==> src/rtl/ps2_host_tx_ctrl.sv <==
// ps2_host_tx_ctrl
// Host-to-device PS/2 transmitter. Accepts one command byte over a
// valid/ready handshake, inhibits the bus, issues request-to-send, then
// shifts start/data/parity/stop on device clock falling edges and checks
// the device ACK.
//
// Parameters:
//   INHIBIT_CYC  hclk cycles the PS/2 clock is held low before request-to-send
//   TIMEOUT_CYC  max hclk cycles from clock release to end of transfer
//
// Ports:
//   hclk, hresetn             clock, synchronous active-low reset
//   cmd_valid_i, cmd_data_i   command byte offered
//   cmd_ready_o               command accepted this cycle (IDLE only)
//   ps2_clk_i, ps2_dat_i      raw PS/2 lines
//   ps2_clk_oe_o, ps2_dat_oe_o  1 = pull line low (open-drain)
//   rx_inhibit_o, busy_o      high whenever a transaction is in progress
//   done_o, err_o             one-cycle completion / failure pulses
//   err_code_o                0 none, 1 no ACK, 2 timeout; held until next command
//
// Build option:
//   PS2_TX_RETRY_EN  when defined, a failed transfer is retried with the same
//                    byte up to two more times before err_o is reported.
module ps2_host_tx_ctrl #(
    parameter int unsigned INHIBIT_CYC = 5000,
    parameter int unsigned TIMEOUT_CYC = 1000000
) (
    input  logic       hclk,
    input  logic       hresetn,
    input  logic       cmd_valid_i,
    input  logic [7:0] cmd_data_i,
    output logic       cmd_ready_o,
    input  logic       ps2_clk_i,
    input  logic       ps2_dat_i,
    output logic       ps2_clk_oe_o,
    output logic       ps2_dat_oe_o,
    output logic       rx_inhibit_o,
    output logic       busy_o,
    output logic       done_o,
    output logic       err_o,
    output logic [1:0] err_code_o
);

    localparam int unsigned CNT_MAX = (INHIBIT_CYC > TIMEOUT_CYC) ? INHIBIT_CYC : TIMEOUT_CYC;
    localparam int unsigned CNT_W   = $clog2(CNT_MAX + 1);
    localparam logic [CNT_W-1:0] INH_LAST = CNT_W'(INHIBIT_CYC - 1);
    localparam logic [CNT_W-1:0] TMO_LAST = CNT_W'(TIMEOUT_CYC - 1);

    localparam logic [1:0] ERR_NONE  = 2'd0;
    localparam logic [1:0] ERR_NOACK = 2'd1;
    localparam logic [1:0] ERR_TMO   = 2'd2;

    typedef enum logic [2:0] {
        IDLE, INHIBIT, RTS, DATA, PARITY, STOP, ACK, RELEASE
    } state_t;

    state_t           state_q, state_d;
    logic [CNT_W-1:0] cnt_q, cnt_d;
    logic [2:0]       bit_idx_q, bit_idx_d;
    logic [7:0]       data_q, data_d;
    logic             par_q, par_d;
    logic             dat_oe_q, dat_oe_d;
    logic             done_q, done_d;
    logic             err_q, err_d;
    logic [1:0]       err_code_q, err_code_d;
    logic             fail;
    logic [1:0]       fail_code;
    logic             in_xfer;

    logic [2:0]       clk_sync;
    logic [1:0]       dat_sync;
    logic             clk_fall;

`ifdef PS2_TX_RETRY_EN
    logic [1:0]       retry_q, retry_d;
`endif

    always_ff @(posedge hclk) begin
        if (!hresetn) begin
            clk_sync <= '1;
            dat_sync <= '1;
        end else begin
            clk_sync <= {clk_sync[1:0], ps2_clk_i};
            dat_sync <= {dat_sync[0], ps2_dat_i};
        end
    end

    // Data uses one stage fewer so the sampled bit is aligned with the
    // clock sample pair that reveals the falling edge.
    assign clk_fall = clk_sync[2] & ~clk_sync[1];
    assign in_xfer  = (state_q != IDLE) && (state_q != INHIBIT);

    always_ff @(posedge hclk) begin
        if (!hresetn) begin
            state_q    <= IDLE;
            cnt_q      <= '0;
            bit_idx_q  <= '0;
            data_q     <= '0;
            par_q      <= 1'b0;
            dat_oe_q   <= 1'b0;
            done_q     <= 1'b0;
            err_q      <= 1'b0;
            err_code_q <= ERR_NONE;
`ifdef PS2_TX_RETRY_EN
            retry_q    <= '0;
`endif
        end else begin
            state_q    <= state_d;
            cnt_q      <= cnt_d;
            bit_idx_q  <= bit_idx_d;
            data_q     <= data_d;
            par_q      <= par_d;
            dat_oe_q   <= dat_oe_d;
            done_q     <= done_d;
            err_q      <= err_d;
            err_code_q <= err_code_d;
`ifdef PS2_TX_RETRY_EN
            retry_q    <= retry_d;
`endif
        end
    end

    always_comb begin
        state_d    = state_q;
        cnt_d      = cnt_q;
        bit_idx_d  = bit_idx_q;
        data_d     = data_q;
        par_d      = par_q;
        dat_oe_d   = dat_oe_q;
        err_code_d = err_code_q;
        done_d     = 1'b0;
        err_d      = 1'b0;
        fail       = 1'b0;
        fail_code  = ERR_NONE;
`ifdef PS2_TX_RETRY_EN
        retry_d    = retry_q;
`endif

        // One counter serves both the inhibit hold and the transfer timeout.
        if (in_xfer) begin
            cnt_d = cnt_q + 1'b1;
        end

        case (state_q)
            IDLE: begin
                if (cmd_valid_i) begin
                    state_d    = INHIBIT;
                    cnt_d      = '0;
                    bit_idx_d  = '0;
                    data_d     = cmd_data_i;
                    par_d      = ~^cmd_data_i;
                    err_code_d = ERR_NONE;
`ifdef PS2_TX_RETRY_EN
                    retry_d    = '0;
`endif
                end
            end
            INHIBIT: begin
                if (cnt_q == INH_LAST) begin
                    state_d  = RTS;
                    cnt_d    = '0;
                    dat_oe_d = 1'b1;
                end else begin
                    cnt_d = cnt_q + 1'b1;
                end
            end
            RTS: begin
                if (clk_fall) begin
                    dat_oe_d  = ~data_q[0];
                    bit_idx_d = 3'd1;
                    state_d   = DATA;
                end
            end
            DATA: begin
                if (clk_fall) begin
                    dat_oe_d = ~data_q[bit_idx_q];
                    if (bit_idx_q == 3'd7) begin
                        state_d = PARITY;
                    end else begin
                        bit_idx_d = bit_idx_q + 3'd1;
                    end
                end
            end
            PARITY: begin
                if (clk_fall) begin
                    dat_oe_d = ~par_q;
                    state_d  = STOP;
                end
            end
            STOP: begin
                if (clk_fall) begin
                    dat_oe_d = 1'b0;
                    state_d  = ACK;
                end
            end
            ACK: begin
                if (clk_fall) begin
                    if (dat_sync[1]) begin
                        fail      = 1'b1;
                        fail_code = ERR_NOACK;
                    end else begin
                        state_d = RELEASE;
                    end
                end
            end
            RELEASE: begin
                if (clk_sync[2] && dat_sync[1]) begin
                    state_d = IDLE;
                    done_d  = 1'b1;
                end
            end
            default: state_d = IDLE;
        endcase

        // Evaluated after the ACK check so a coincident timeout wins.
        if (in_xfer && (cnt_q == TMO_LAST)) begin
            fail      = 1'b1;
            fail_code = ERR_TMO;
        end

        if (fail) begin
            dat_oe_d  = 1'b0;
            cnt_d     = '0;
            bit_idx_d = '0;
            done_d    = 1'b0;
`ifdef PS2_TX_RETRY_EN
            if (retry_q != 2'd2) begin
                retry_d = retry_q + 2'd1;
                state_d = INHIBIT;
            end else begin
                state_d    = IDLE;
                err_d      = 1'b1;
                err_code_d = fail_code;
            end
`else
            state_d    = IDLE;
            err_d      = 1'b1;
            err_code_d = fail_code;
`endif
        end
    end

    assign cmd_ready_o  = (state_q == IDLE);
    assign busy_o       = (state_q != IDLE);
    assign rx_inhibit_o = (state_q != IDLE);
    assign ps2_clk_oe_o = (state_q == INHIBIT);
    // Start bit goes out during the final inhibit cycle, ahead of the clock release.
    assign ps2_dat_oe_o = dat_oe_q | ((state_q == INHIBIT) && (cnt_q == INH_LAST));
    assign done_o       = done_q;
    assign err_o        = err_q;
    assign err_code_o   = err_code_q;

endmodule

==> config.mk <==
export PLATFORM = sky130hd
export DESIGN_NAME = ps2_host_tx_ctrl
export DESIGN_NICKNAME = d
export VERILOG_FILES = /design/src/rtl/ps2_host_tx_ctrl.sv
export SDC_FILE = /design/constraint.sdc
export NUM_CORES = 1
export LEC_CHECK = 0
export ABC_CLOCK_PERIOD_IN_PS = 4150
export CAP_MARGIN = 30
export CORE_MARGIN = 2
export CORE_UTILIZATION = 54
export DETAILED_ROUTE_END_ITERATION = 10
export PLACE_DENSITY = 0.73
export SLEW_MARGIN = 20
export SYNTH_ARGS = -nofsm -noshare
export SYNTH_HDL_FRONTEND = slang
export SYNTH_SLANG_ARGS = --single-unit
==> constraint.sdc <==
create_clock -name hclk -period 4.15 [get_ports hclk]
set_input_delay 0.6225 -clock hclk [delete_from_list [all_inputs] [get_ports hclk]]
set_output_delay 0.6225 -clock hclk [all_outputs]
set_load 0.01 [all_outputs]
==> run_results.csv, run 1 <==
group,metric,value,unit
status,status,"completed",
clock_network,cts_tree,"done",
detailed_routing,drtAntennaViolNets,0,
floorplanning,die-area,4829,µm²
sta,max_freq,0.2939,GHz
synth,seq_area_frac_synth,0.3890,
place,port-buffer-count,21,
finish,multi_input_area,1319,µm²
global_routing,grt_overflow,0,
detailed_routing,vias_per_cell,6.057,
sta,slew_violations,0,
finish,area_growth,12.10,%
global_routing,grt_pass1_vias,1964,
clock_network,cts_root_buf,"clkbuf_8",
global_routing,grt_max_degree,17,
synth,synth.top_cells.by_area,"dfxtp_1, nand2_1, a21oi_1",
sta,rsz0062_at_grt,"false",
place,place_congestion,0.8703,
detailed_routing,num_vias,2120,
floorplanning,core_region_area,4058,µm²
synth,synth_top_area_share,0.3890,
synth,synthFlopType,"dfxtp_1",
synth,synth_edf_count,0,
floorplanning,rows,23,
clock_network,cts.sinks,45,
detailed_routing,finalWirelength,5250,µm
sta,postLayoutSetupSlackWorst,0.7469,ns
global_routing,antenna_found_initial,0,
clock_network,numCtsBuffers,5,
sta,finalSetupViolCount,0,
global_routing,grt_pass1_wl,8997,µm
critical_path,slowest_delay,0.59,ns
critical_path,setup.worst_path.end_class,"output port",
sta,hold_viol_final,0,
critical_path,worst_setup_path_start_kind,"flip-flop",
sta,min_period,3.403,ns
critical_path,crit_slowest_cell,"clkdlybuf4s50_1",
job,max_cap_violations,0,
clock_network,htreeDepth,2,
sta,skew,0.004027,ns
power_and_ir_drop,pwr_density_cell,301.2,nW/µm²
sta,setup_tns,0,ns
synth,syn_avg_cell_area,8.126,µm²
sta,finalCritPeriodShare,0.8200,
finish,fill_cells,365,
finish,final_nets,317,
synth,synth_area,2316,µm²
synth,yosysMostFrequentCell,"nand2_1",
synth,async_flop_share,0,
finish,seq_area,900.9,µm²
clock_network,postCtsSetupBuffers,0,
floorplanning,die_w,69.49,µm
power_and_ir_drop,irDropWorstVdd,235.7,µV
critical_path,crit_chain,"ha_1 -> or4bb_1 -> or4_1 -> o21bai_1 -> clkdlybuf4s50_1",
synth,netlist-cell-type-count,50,
synth,synth_fp_nets,301,
synth,ys_warn_count,0,
detailed_routing,drtIter0Drc,186,
synth,synth_commonest_cells,"nand2_1, dfxtp_1, a21oi_1",
clock_network,cts-resized-gates,0,
critical_path,critPathKind,"flip-flop to output port",
place,hpwl,3795,µm
finish,n_antenna_cell,0,
floorplanning,die_h,69.49,µm
clock_network,path_clk_slew,0.08,ns
sta,tightestPinTransition,0.6052,ns
power_and_ir_drop,power_leakage,0.8049,nW
clock_network,clk_latency,0.30,ns
worst_hold_path,hold_path.class,"flip-flop to flip-flop",
synth,ys_ff_latch,45,
detailed_routing,firstDrtPassIters,4,
critical_path,path_max_fanout,7,
critical_path,critPathRequiredTime,3.53,ns
finish,drive_gt1_frac,0.06667,
clock_network,clk_path_buf_depth,2,
synth,synth_cells,285,
place,pre_cts_slack,1.104,ns
detailed_routing,drc,0,
sta,maxSlewHeadroom,0.5954,
floorplanning,ios,22,
synth,synth_largest_area_cell,"dfxtp_1",
clock_network,cts_hold_buf,0,
critical_path,crit_arrival,2.78,ns
global_routing,grtUsageTotal,0.2279,
floorplanning,start_util,0.5708,
detailed_routing,routedWlPerCell,15.00,µm
state kept, by name (all words and copies together), names as in the netlist:
| signal | cells |
|---|---|
| clk_sync | 3 |
| bit_idx_q | 3 |
| done_o | 1 |
| err_o | 1 |
| dat_oe_q | 1 |
| state_q | 3 |
| err_code_o | 2 |
| data_q | 8 |
| cnt_q | 20 |
| dat_sync | 2 |
| par_q | 1 |
per-layer routing:
layer | track usage | up-vias | wire [µm]
li1 | - | 1067 | -
met1 | 0.2770 | 986 | 2376
met2 | 0.3910 | 53 | 2536
met3 | 0.03924 | 14 | 198
met4 | 0.1046 | 0 | 139
met5 | 0 | - | 0
report_power, final:
| part | switching (W) | internal (W) | total (W) |
|---|---|---|---|
| Clock | 0.000143 | 0.000111 | 0.000254 |
| Combinational | 0.0000422 | 0.0000374 | 0.0000796 |
| Sequential | 0.00000762 | 0.000441 | 0.000449 |
| Total | 0.000193 | 0.000589 | 0.000782 |
critical path, delay by kind of cell, from the launching register on:
family          cells  cell delay [ns]
compound gates      1             0.28
fa+ha+maj           1             0.22
buf+inv             1             0.59
flops               1             0.39
simple gates        2             1.01
placed cells by master (no fill, tap or decap), types with 3 or more instances in the layout:
| cell type | n |
|---|---|
| nor4_1 | 6 |
| nand2_1 | 48 |
| inv_1 | 6 |
| a211oi_1 | 3 |
| or4_1 | 4 |
| clkbuf_8 | 5 |
| or2_2 | 5 |
| o21ai_0 | 11 |
| ha_1 | 3 |
| or3_1 | 8 |
| o2111ai_1 | 3 |
| a21oi_1 | 32 |
| nor3_1 | 7 |
| dfxtp_1 | 45 |
| nor2_1 | 15 |
| nand2b_1 | 10 |
| xnor2_1 | 8 |
| nand3_1 | 11 |
| nand4_1 | 6 |
| clkdlybuf4s50_1 | 21 |
| nand3b_1 | 4 |
worst paths after layout:
kind | from | end | slack [ns] | depth (start not counted)
worst min register to register | dat_sync[0] | dat_sync[1] | 0.41 | 1
worst max-delay path | cnt_q[0] | ps2_dat_oe_o | 0.75 | 5
worst min-delay path | dat_sync[0] | dat_sync[1] | 0.41 | 1
worst max register to register | cnt_q[11] | dat_oe_q | 1.64 | 5
metrics by stage:
stage	hold WS (ns)	power (W)	cell area (µm²)	std cells	util
after CTS	0.4093	0.0007856	2596	350	0.6398
after global routing	0.4243	0.0008104	2596	350	0.6398
after global placement	0.3888	0.0005374	2522	344	0.6216
after floorplan	0.3863	0.0005090	2316	285	-
final	0.4084	0.0007821	2596	350	0.6398
after detailed placement	0.3914	0.0005386	2522	344	0.6216
area by class of cell:
| type | count | share of cell area |
|---|---|---|
| clock buffers | 5 | 0.02651 |
| flip-flops and latches | 45 | 0.3470 |
| clock inverters | 1 | 0.001928 |
| repair buffers | 22 | 0.08386 |
| multi-input cells | 221 | 0.5079 |
| well taps | 50 | 0.02410 |
| inverters | 6 | 0.008675 |
logic make-up after synthesis:
family	after synthesis	synth area share
mux	5	0.03295
buf+inv	19	0.04160
xor+xnor	8	0.03026
simple gates	136	0.2998
compound gates	69	0.1902
flops	45	0.3890
fa+ha+maj	3	0.01621
No activity file was read; power rests on OpenSTA's default activity.
==> run 2, diff against run 1 <==
--- a/config.mk
+++ b/config.mk
@@ -5,7 +5,7 @@
 export SDC_FILE = /design/constraint.sdc
 export NUM_CORES = 1
 export LEC_CHECK = 0
-export ABC_CLOCK_PERIOD_IN_PS = 4150
+export ABC_CLOCK_PERIOD_IN_PS = 3320
 export CAP_MARGIN = 30
 export CORE_MARGIN = 2
 export CORE_UTILIZATION = 54
==> constraint.sdc (replaced) <==
create_clock -name hclk -period 3.32 [get_ports hclk]
set_input_delay 0.498 -clock hclk [delete_from_list [all_inputs] [get_ports hclk]]
set_output_delay 0.498 -clock hclk [all_outputs]
set_load 0.01 [all_outputs]
==> run_results.csv, run 2 (same netlist as run 1, synthesis figures left out) <==
group,metric,value,unit
status,status,"completed",
sta,min_period,3.127,ns
power_and_ir_drop,pwr_density_cell,412.1,nW/µm²
place,hpwl,3793,µm
critical_path,crit_slowest_cell,"clkdlybuf4s50_1",
detailed_routing,finalWirelength,5232,µm
global_routing,grtUsageTotal,0.2243,
power_and_ir_drop,power_leakage,0.8297,nW
clock_network,cts.sinks,45,
critical_path,critPathRequiredTime,2.82,ns
worst_hold_path,hold_path.class,"flip-flop to flip-flop",
floorplanning,die_w,69.49,µm
critical_path,regToRegSetupSlack,0.83,ns
sta,postLayoutSetupSlackWorst,0.1932,ns
place,place_congestion,0.8847,
sta,finalCritPeriodShare,0.9418,
place,port-buffer-count,21,
job,max_cap_violations,0,
finish,reg.largest.list,"cnt_q (20), data_q (8)",
global_routing,grt_pass1_wl,8804,µm
critical_path,path_max_fanout,7,
sta,max_freq,0.3198,GHz
floorplanning,rows,23,
critical_path,crit_arrival,2.63,ns
finish,final_nets,317,
clock_network,cts_root_buf,"clkbuf_8",
detailed_routing,drtAntennaViolNets,0,
clock_network,postCtsSetupBuffers,0,
floorplanning,die_h,69.49,µm
critical_path,r2r_start,"cnt_q[11]",
sta,whs,0.4234,ns
detailed_routing,routedWlPerCell,14.86,µm
sta,slew_violations,0,
critical_path,setup.worst_path.end_class,"output port",
finish,drive_gt1_frac,0.07616,
critical_path,crit_family,"simple AND/OR/NAND/NOR gates",
floorplanning,core_region_area,4058,µm²
finish,area_growth,14.26,%
detailed_routing,drc,0,
detailed_routing,firstDrtPassIters,4,
floorplanning,start_util,0.5708,
clock_network,cts_tree,"done",
global_routing,grt_max_degree,17,
place,pre_cts_slack,0.4039,ns
critical_path,worst_setup_path_start_kind,"flip-flop",
clock_network,clk_path_buf_depth,2,
critical_path,r2r_cells,5,
critical_path,path_buf_inv,1,
worst_hold_path,min_path_cells,1,
sta,rsz0062_at_grt,"false",
detailed_routing,num_vias,2119,
clock_network,numCtsBuffers,5,
sta,setup_tns,0,ns
detailed_routing,vias_per_cell,6.020,
sta,finalSetupViolCount,0,
critical_path,crit_chain,"ha_1 -> or4bb_1 -> or4_4 -> o21bai_2 -> clkdlybuf4s50_1",
finish,top_register,"cnt_q",
finish,largest_register_ffs,20,
sta,maxSlewHeadroom,0.5775,
clock_network,cts_hold_buf,0,
finish,final_common_cell,"nand2_1",
critical_path,critPathKind,"flip-flop to output port",
finish,final_cell_mix,"nand2_1, dfxtp_1, a21oi_1, clkdlybuf4s50_1, nor2_1",
clock_network,cts-resized-gates,0,
critical_path,slowest_delay,0.56,ns
worst_hold_path,hp-start,"clk_sync[0]",
global_routing,antenna_found_initial,0,
clock_network,path_clk_slew,0.08,ns
power_and_ir_drop,irDropWorstVdd,302.5,µV
sta,skew,0.007258,ns
sta,hold_viol_final,0,
floorplanning,die-area,4829,µm²
clock_network,htreeDepth,2,
worst_hold_path,hold_end,"clk_sync[1]",
floorplanning,ios,22,
sta,tightestPinTransition,0.6320,ns
critical_path,worstReg2RegEnd,"dat_oe_q",
detailed_routing,drtIter0Drc,153,
global_routing,grt_overflow,0,
clock_network,clk_latency,0.30,ns
global_routing,grt_pass1_vias,1927,
finish,n_antenna_cell,0,
## run 2: area by class of cell
cell class	count	area, µm²
flip-flops and latches	45	900.9
repair buffers	22	217.7
fillers	348	1411
clock buffers	7	86.33
multi-input cells	221	1326
well taps	50	62.56
inverters	6	22.52
clock inverters	1	30.03
## run 2: power breakdown
part | leakage (nW) | internal (W) | switching (W)
registers | 0.365 | 0.000551 | 0.00000874
logic | 0.406 | 0.0000467 | 0.0000528
clock network | 0.0585 | 0.000245 | 0.000185
## run 2: worst max path at each step
stage              endpoint  slack [ns]  depth (start not counted)     start
6_report       ps2_dat_oe_o        0.19                          5  cnt_q[0]
5_1_grt        ps2_dat_oe_o        0.09                          5  cnt_q[0]
4_1_cts        ps2_dat_oe_o        0.05                          5  cnt_q[0]
3_5_place_dp   ps2_dat_oe_o        0.40                          5  cnt_q[0]
3_3_place_gp   ps2_dat_oe_o        0.40                          5  cnt_q[0]
2_1_floorplan  ps2_dat_oe_o        1.03                          5  cnt_q[0]
## run 2: routing by layer
layer  GRT usage  wire, µm  up-vias
met4     0.07407       110        0
met2      0.3825      2524       60
met5           0         0        -
met3     0.04942       228       13
met1      0.2805      2368      986
li1            -         -     1060
## run 2: per-stage QoR
stage               utilization  cells  cell area, µm²  total power, W
global route             0.6522    352            2646        0.001128
detailed placement       0.6216    344            2522       0.0006732
CTS                      0.6503    352            2639        0.001101
finish                   0.6522    352            2646        0.001090
floorplan                     -    285            2316       0.0006362
global placement         0.6216    344            2522       0.0006718
## run 2: worst register-to-register path, cell delays in order (launching register included)
cell	delay, ns
dfxtp_1	0.37
or4_1	0.57
nor4_1	0.47
nand4b_1	0.28
nand3_1	0.53
nor3_1	0.13
==> run 3, diff against run 2 <==
--- a/config.mk
+++ b/config.mk
@@ -15,3 +15,4 @@
 export SYNTH_ARGS = -nofsm -noshare
 export SYNTH_HDL_FRONTEND = slang
 export SYNTH_SLANG_ARGS = --single-unit
+export TNS_END_PERCENT = 100
==> results of run 3 <==
No change in the layout: final DEF, timing and power equal those of run 2.
